--- config.mk ---
export PLATFORM = sky130hd
export DESIGN_NAME = multi_servo_pwm
export DESIGN_NICKNAME = d
export VERILOG_FILES = /design/src/rtl/multi_servo_pwm.sv
export SDC_FILE = /design/constraint.sdc
export NUM_CORES = 1
export LEC_CHECK = 0
export BUFFER_PORTS_ARGS = -buffer_cell sky130_fd_sc_hd__buf_2
export CORE_ASPECT_RATIO = 1.5
export CORE_MARGIN = 2
export CORE_UTILIZATION = 50
export DETAILED_ROUTE_END_ITERATION = 12
export PLACE_DENSITY = 0.63
export SLEW_MARGIN = 10
export SYNTH_ARGS = -nofsm -noshare
export SYNTH_HDL_FRONTEND = slang
export SYNTH_SLANG_ARGS = --single-unit
--- constraint.sdc ---
create_clock -name clk -period 30.2 [get_ports clk]
set_input_delay 3.02 -clock clk [delete_from_list [all_inputs] [get_ports clk]]
set_output_delay 3.02 -clock clk [all_outputs]
set_load 0.005 [all_outputs]
--- src/rtl/multi_servo_pwm.sv ---
// N-channel hobby-servo PWM generator. Angle targets arrive over a strobe write port;
// each channel's pulse width follows its target once per frame, optionally slew-limited.
module multi_servo_pwm #(
    parameter int unsigned N_CH      = 4,
    parameter int unsigned ANGLE_W   = 8,
    parameter int unsigned MAX_ANGLE = 180,
    parameter int unsigned CLK_HZ    = 50_000_000,
    parameter int unsigned PERIOD_US = 20000,
    parameter int unsigned MIN_US    = 1000,
    parameter int unsigned MAX_US    = 2000,
    parameter int unsigned SLEW_STEP = 0
) (
    input  logic               clk,
    input  logic               reset,
    input  logic               wr_en,
    input  logic [3:0]         wr_ch,
    input  logic [ANGLE_W-1:0] wr_angle,
    input  logic [N_CH-1:0]    ch_en,
    output logic [N_CH-1:0]    pwm,
    output logic [N_CH-1:0]    busy,
    output logic               frame_stb
);

    localparam int unsigned TICKS_PER_US = CLK_HZ / 1_000_000;
    localparam int unsigned SPAN_US      = MAX_US - MIN_US;
    localparam int unsigned PRE_W        = (TICKS_PER_US > 1) ? $clog2(TICKS_PER_US) : 1;
    localparam int unsigned US_W         = (PERIOD_US > 1) ? $clog2(PERIOD_US) : 1;
    localparam int unsigned SPAN_W       = (SPAN_US > 0) ? $clog2(SPAN_US + 1) : 1;
    localparam int unsigned PROD_W       = ANGLE_W + SPAN_W;

    localparam logic [PRE_W-1:0]   PRE_MAX    = PRE_W'(TICKS_PER_US - 1);
    localparam logic [US_W-1:0]    US_MAX     = US_W'(PERIOD_US - 1);
    localparam logic [ANGLE_W-1:0] ANGLE_MAX  = ANGLE_W'(MAX_ANGLE);
    localparam logic [ANGLE_W-1:0] ANGLE_HOME = ANGLE_W'(MAX_ANGLE / 2);
    localparam logic [ANGLE_W-1:0] STEP       = ANGLE_W'(SLEW_STEP);

    // Pulse width in microseconds for a given angle, truncating the linear map.
    function automatic logic [US_W-1:0] angle_to_us(input logic [ANGLE_W-1:0] angle);
        logic [PROD_W-1:0] prod;
        logic [PROD_W-1:0] quot;
        prod = PROD_W'(angle) * PROD_W'(SPAN_US);
        quot = prod / PROD_W'(MAX_ANGLE);
        return US_W'(MIN_US) + US_W'(quot);
    endfunction

    function automatic logic [ANGLE_W-1:0] slew_toward(input logic [ANGLE_W-1:0] cur,
                                                        input logic [ANGLE_W-1:0] tgt);
        logic [ANGLE_W-1:0] diff;
        if (SLEW_STEP == 0 || cur == tgt) begin
            return tgt;
        end
        if (tgt > cur) begin
            diff = tgt - cur;
            return (diff > STEP) ? cur + STEP : tgt;
        end
        diff = cur - tgt;
        return (diff > STEP) ? cur - STEP : tgt;
    endfunction

    localparam logic [US_W-1:0] PULSE_HOME = angle_to_us(ANGLE_HOME);

    logic [PRE_W-1:0]   pre_q, pre_next;
    logic [US_W-1:0]    us_q, us_next;
    logic               pre_wrap, us_wrap;
    logic [ANGLE_W-1:0] wr_sat;
    logic [ANGLE_W-1:0] target_q    [N_CH];
    logic [ANGLE_W-1:0] target_next [N_CH];
    logic [ANGLE_W-1:0] cur_q       [N_CH];
    logic [ANGLE_W-1:0] cur_next    [N_CH];
    logic [US_W-1:0]    pulse_q     [N_CH];
    logic [US_W-1:0]    pulse_next  [N_CH];
    logic [N_CH-1:0]    en_q, en_next;
    logic [N_CH-1:0]    pwm_next, busy_next;

    always_comb begin
        pre_wrap  = (pre_q == PRE_MAX);
        us_wrap   = (us_q == US_MAX);
        frame_stb = pre_wrap && us_wrap;
        pre_next  = pre_wrap ? '0 : pre_q + PRE_W'(1);
        us_next   = us_q;
        if (pre_wrap) begin
            us_next = us_wrap ? '0 : us_q + US_W'(1);
        end
    end

    // wr_en is a single-cycle strobe with no back-pressure: a write to a valid channel
    // lands on the edge it is sampled; an out-of-range channel index is dropped silently.
    always_comb begin
        wr_sat  = (wr_angle > ANGLE_MAX) ? ANGLE_MAX : wr_angle;
        en_next = en_q;
        for (int i = 0; i < int'(N_CH); i++) begin
            target_next[i] = target_q[i];
            cur_next[i]    = cur_q[i];
            pulse_next[i]  = pulse_q[i];
            if (wr_en && wr_ch == 4'(i)) begin
                target_next[i] = wr_sat;
            end
            // The frame update steps toward the target held before this edge.
            if (frame_stb) begin
                cur_next[i]   = slew_toward(cur_q[i], target_q[i]);
                pulse_next[i] = angle_to_us(cur_next[i]);
                en_next[i]    = ch_en[i];
            end
            busy_next[i] = (cur_next[i] != target_next[i]);
            // Registered so the pin reflects the cycle about to start, free of compare glitches.
            pwm_next[i]  = en_next[i] && (us_next < pulse_next[i]);
        end
    end

    always_ff @(posedge clk or negedge reset) begin
        if (!reset) begin
            pre_q <= '0;
            us_q  <= '0;
            en_q  <= '0;
            pwm   <= '0;
            busy  <= '0;
            for (int i = 0; i < int'(N_CH); i++) begin
                target_q[i] <= ANGLE_HOME;
                cur_q[i]    <= ANGLE_HOME;
                pulse_q[i]  <= PULSE_HOME;
            end
        end else begin
            pre_q <= pre_next;
            us_q  <= us_next;
            en_q  <= en_next;
            pwm   <= pwm_next;
            busy  <= busy_next;
            for (int i = 0; i < int'(N_CH); i++) begin
                target_q[i] <= target_next[i];
                cur_q[i]    <= cur_next[i];
                pulse_q[i]  <= pulse_next[i];
            end
        end
    end

endmodule

Word level (Yosys, flattened, before mapping). Cells that the tools add are included.

Register bits: 157. Input bits: 19. Output and inout port bits: 9. Logic and storage cells: 132.

$add $sub $neg: 14. Multipliers: 4. Divide/modulo/power cells: 4. Magnitude comparators: 17. Equal/unequal tests: 9. Mux-type cells: 57. Reductions and logical operators: 10.

Operators by type and width (number): two-way mux 8 bit (33); two-way mux 15 bit (6); divider 18 x 8 -> 18 bit (second input constant) (4); greater-than comparator 8 x 1 -> 1 bit (second input constant) (8); subtractor 8 bit (8); adder 10 x 15 -> 15 bit (first input constant) (4); less-than comparator 15 bit (4); multiplier 8 x 7 -> 15 bit (second input constant) (4); greater-than comparator 8 bit (4); != test 8 bit (4); two-way mux 1 bit (17); adder 15 x 1 -> 15 bit (second input constant) (1); == test 15 bit (second input constant) (1); logical AND 1 bit (9); == test 4 x 2 -> 1 bit (second input constant) (2); greater-than comparator 8 bit (second input constant) (1); adder 6 x 1 -> 6 bit (second input constant) (1); == test 6 bit (second input constant) (1); two-way mux 6 bit (1); == test 4 x 1 -> 1 bit (second input constant) (1); logical NOT 4 bit (1).

Depth between registers and ports, before layout.
Depth after elaboration: 14. Gate-level depth with buffers: 63. Gate-level depth less buffers: 53.

Worst setup path after synthesis. OpenSTA, ideal clock, no wires.

Path type: register -> register. Start point: register target_q[1] (netlist bit). End point: register pwm[3]. Library setup time: 77 ps. Arrival: 13672 ps. Required time: 30123 ps. Setup slack: 16450 ps. Cell stages (with the launch flop): 58. Path buffers: 6. Clock period less this slack: 13750 ps. Path through: dfstp_2 > clkbuf_1 > clkinv_1 > ha_1 > ha_1 > inv_1 > fa_1 > inv_1 > fa_1 > ha_1 > nor2b_1 > o21a_1 > o21a_1 > o41a_1 > a22o_2 > a211oi_4 > xnor2_1 > buf_4 > [22 not listed] > and4_4 > buf_2 > o221ai_1 > a211o_1 > a21oi_4 > xnor2_1 > inv_1 > ha_1 > xnor2_1 > or2_2 > o21ai_0 > a222oi_1 > o32ai_1 > nor4b_1 > o21ai_1 > a311oi_1 > o21ai_1 > a21oi_1.

Longest elaborated chain between the ends: 13. Elaborated cells between the ends (all ways): 20. Those cells by class: add/sub: 3; mul: 1; div: 1; order compare: 4; mux: 10; reduce/logical: 1.

Ends and longest elaborated chain: start, declared (line 66) `logic [ANGLE_W-1:0] target_q [N_CH];`; start signal, assigned by index (line 129) `target_q[i] <= target_next[i];`; subtractor 8 bit or greater-than comparator 8 bit (tied branches) (line 53, 52); greater-than comparator 8 x 1 -> 1 bit or two-way mux 1 bit (tied branches) (line 54, 52); two-way mux 8 bit or two-way mux 1 bit (tied branches) (line 54, 52); two-way mux 8 bit or two-way mux 1 bit (tied branches) (line 52, 99); two-way mux 8 bit (line 56) `diff = cur - tgt;`; two-way mux 8 bit * (line 52) `if (tgt > cur) begin`; two-way mux 8 bit * (line 99) `if (frame_stb) begin`; multiplier 8 x 7 -> 15 bit * (line 41) `prod = PROD_W'(angle) * PROD_W'(SPAN_US);`; divider 18 x 8 -> 18 bit * (line 42) `quot = prod / PROD_W'(MAX_ANGLE);`; adder 10 x 15 -> 15 bit * (line 43) `return US_W'(MIN_US) + US_W'(quot);`; two-way mux 15 bit * (line 99); less-than comparator 15 bit * (line 106) `pwm_next[i] = en_next[i] && (us_next < pulse_next[i]);`; logical AND 1 bit * (line 106); via pwm_next[3] (line 73) `logic [N_CH-1:0] pwm_next, busy_next;`; end signal, assigned (line 126) `pwm <= pwm_next;`; end, declared (line 19) `output logic [N_CH-1:0] pwm,`.

Mark *: on every way through the listed nets, which the timed path passes. The rest lies on a longest branch. The select of a mux whose other input is x is not followed.

Final worst setup path. Same ends and word-level chain as after synthesis.

==> flow_summary_export.csv <==
group,metric,value,unit
drt,vias,26691,
worst_setup_path,rr_worst_depth,50,
clock_network,clk_pin_slew_worst_paths,0.07,ns
clock_network,cts_buffer_depth,2,
die,rows,104,
drt,drt-total-wl,80120,um
die,start_util,50.49,%
synth,synth_top_area_cell,"ha_1",
global_routing,antenna_found_initial,0,
cells_and_area,drive_gt1_share,8.130,%
cells_and_area,syn2layout_area_growth,5.134,%
synth,ys_types,123,
die,ios,28,
synth,ys.flop_type,"dfrtp_1",
clock_network,cts_sinks,157,
drt,wire_per_inst,18.99,um
worst_setup_path,cp-start-kind,"flop",
place,hpwl,64040,um
global_routing,grt-ovfl-total,0,
synth,synth_area_leaders,"ha_1 (11%), dfrtp_1 (9.0%), fa_1 (6.2%)",
run_status,status,"finished, final reports clean",
global_routing,grt_start_max_net_pins,74,
clock_network,numCtsBuffers,17,
synth,synth_area,27000,um^2
worst_setup_path,cp-startpoint,"target_q[1]",
worst_setup_path,path_class,"flop to flop",
worst_setup_path,r2r-end,"pwm[3]",
cells_and_area,stdcell_area,28390,um^2
place,globalplace.congestion,0.9229,
synth,synth_edf_count,0,
sta,tns,0,ns
worst_setup_path,ff2ff_setup_slack,12.75,ns
sta,hold_viol_final,0,
clock_network,insertion_delay,0.44,ns
die,dieWidth,193.8,um
job,drv_cap,0,
synth,ys_seq_elements,157,
clock_network,htreeDepth,4,
clock_network,cts_setup_buffers,0,
worst_setup_path,arrival,17.83,ns
sta,finClkSkew,0.01135,ns
drt,antenna_left,0,
worst_setup_path,cpPeakStageDelay,0.90,ns
sta,setup_viol,0,
clock_network,cts_tree,"yes",
worst_setup_path,r2r-start,"target_q[1]",
global_routing,grt_pass1_vias,26203,
drt,drc,0,
cells_and_area,final_nets,3852,
sta,rsz0062_at_grt,"no",
sta,min_period_over_period,57.80,%
drt,firstDrtPassIters,6,
sta,fmax,0.05729,GHz
drt,vias_per_cell,6.326,
sta,period_minus_slack,17.45,ns
global_routing,grt_usage,28.13,%
clock_network,cts_resized,0,
die,dieArea,55920,um^2
synth,synthMostInstantiatedCell,"nand2_1",
worst_setup_path,required,30.57,ns
place,dpl_cell_area,27790,um^2
clock_network,cts_hold_buf,0,
synth,ys_async_sr_fraction,100.0,%
worst_setup_path,slowest_stage,"xnor2_1",
cells_and_area,diodes,0,
synth,ys.warnings.count,0,
die,core_area,53480,um^2
synth,synth.avg_cell_area,7.583,um^2
clock_network,root_buffer,"clkbuf_16",
drt,first_iter_violations,1514,
global_routing,grt_first_pass_wirelength,131700,um
synth,synth_top_area_share,10.75,%
synth,syn_nets,3896,
sta,finalMaxSlewViolations,0,
worst_setup_path,cp-endpoint,"pwm[3]",
sta,slew_headroom,16.76,%
sta,tightest_slew,1.236,ns
synth,yosysSeqAreaShare,14.83,%
place,place.port_buffers,27,
die,dieHeight,288.6,um
worst_setup_path,cp-end-kind,"flop",
synth,synthTopCellsByCount,"nand2_1 (409), nor2_1 (279), inv_1 (260)",
synth,synthCells,3561,
worst_hold_path,hold_path_class,"flop to flop",
worst_setup_path,worst-path-max-fanout,18,
-- how the worst min path moves through the flow --
stage / start / end / slack (ns) / cells after the start
3_5_place_dp: pulse_q[44] / pulse_q[44] / 0.45 / 2
5_1_grt: pulse_q[58] / pulse_q[58] / 0.48 / 2
2_1_floorplan: pulse_q[12] / pulse_q[12] / 0.43 / 2
3_3_place_gp: pulse_q[59] / pulse_q[59] / 0.44 / 2
4_1_cts: pulse_q[53] / pulse_q[53] / 0.47 / 2
6_report: pulse_q[12] / pulse_q[12] / 0.46 / 2
-- final cells by class --
type / count / area [um^2]
sequential: 157 / 4004
clock buffer: 17 / 425.4
clock inverter: 15 / 176.4
inverter: 265 / 994.7
timing repair buffer: 61 / 396.6
multi-input combinational: 3015 / 21530
tap: 689 / 862.1
fill: 5195 / 25090
-- logic make-up after synthesis --
group / after synthesis / share of synthesized area [%]
AO/OA/AOI/OAI: 1143 / 29.70
buffers and inverters: 389 / 5.509
AND/OR/NAND/NOR: 1222 / 21.60
XOR/XNOR: 247 / 8.067
multiplexers: 76 / 2.919
adder cells (fa/ha/maj): 327 / 17.38
flip-flops: 157 / 14.83
-- cell usage in the layout (no fill, tap or decap), types with 17 or more instances in the layout --
| master | netlist | routed |
|---|---|---|
| inv_1 | 260 | 259 |
| buf_4 | 2 | 34 |
| a31oi_1 | 47 | 47 |
| o21ai_0 | 245 | 245 |
| dfstp_2 | 60 | 60 |
| a21o_1 | 56 | 56 |
| o21ai_1 | 17 | 17 |
| nand3_1 | 100 | 100 |
| o211ai_1 | 41 | 41 |
| nor2_1 | 279 | 279 |
| o31a_1 | 19 | 19 |
| a21boi_0 | 23 | 23 |
| a21oi_1 | 218 | 218 |
| o2111ai_1 | 18 | 18 |
| and2_1 | 27 | 27 |
| or2_2 | 26 | 26 |
| or3_1 | 36 | 36 |
| xor2_1 | 70 | 70 |
| a211oi_1 | 42 | 42 |
| fa_1 | 84 | 84 |
| nand2b_1 | 22 | 22 |
| nand2_1 | 409 | 408 |
| mux2_2 | 22 | 22 |
| clkbuf_16 | 0 | 17 |
| buf_2 | 15 | 26 |
| xnor2_1 | 175 | 175 |
| ha_1 | 232 | 232 |
| o22ai_1 | 34 | 34 |
| nor4_1 | 33 | 32 |
| dfrtp_1 | 97 | 97 |
| nor2b_1 | 26 | 26 |
| nand4_1 | 46 | 46 |
| o21a_1 | 46 | 46 |
| o31ai_1 | 37 | 37 |
| a22oi_1 | 27 | 27 |
| mux2i_1 | 54 | 54 |
| and3_1 | 34 | 34 |
| nor3_1 | 106 | 106 |
-- routing by layer --
layer  share of wire (%)  track usage [%]
met1                  40            31.63
met5                   0                0
met3                 3.0            1.997
met2                  52            53.74
met4                 4.5            13.30
-- stage by stage --
step | cells | hold slack [ns] | setup slack (ns) | util [%]
finish | 4219 | 0.4632 | 12.75 | 53.08
floorplan | 3561 | 0.4317 | 16.45 | -
global route | 4219 | 0.4823 | 11.42 | 53.08
global placement | 4187 | 0.4429 | 13.57 | 51.96
detailed placement | 4187 | 0.4503 | 13.11 | 51.96
CTS | 4219 | 0.4658 | 13.04 | 53.08
-- sequential cells by signal, indices dropped and copies added, names as in the netlist --
signal / flops
pwm: 4
busy: 4
en_q: 4
cur_q: 32
pulse_q: 60
target_q: 32
us_q: 15
pre_q: 6
-- worst max-delay path: cells and delay by family (launching register included) --
family	cells	cell delay [ns]
mux	2	0.75
xor+xnor	3	1.26
flops	1	0.77
compound gates	29	9.68
simple gates	6	2.22
fa+ha+maj	6	2.12
buf+inv	4	0.57
Power is not shown: default switching activity piles up to over one toggle a cycle in this logic, so the estimate is an artifact.
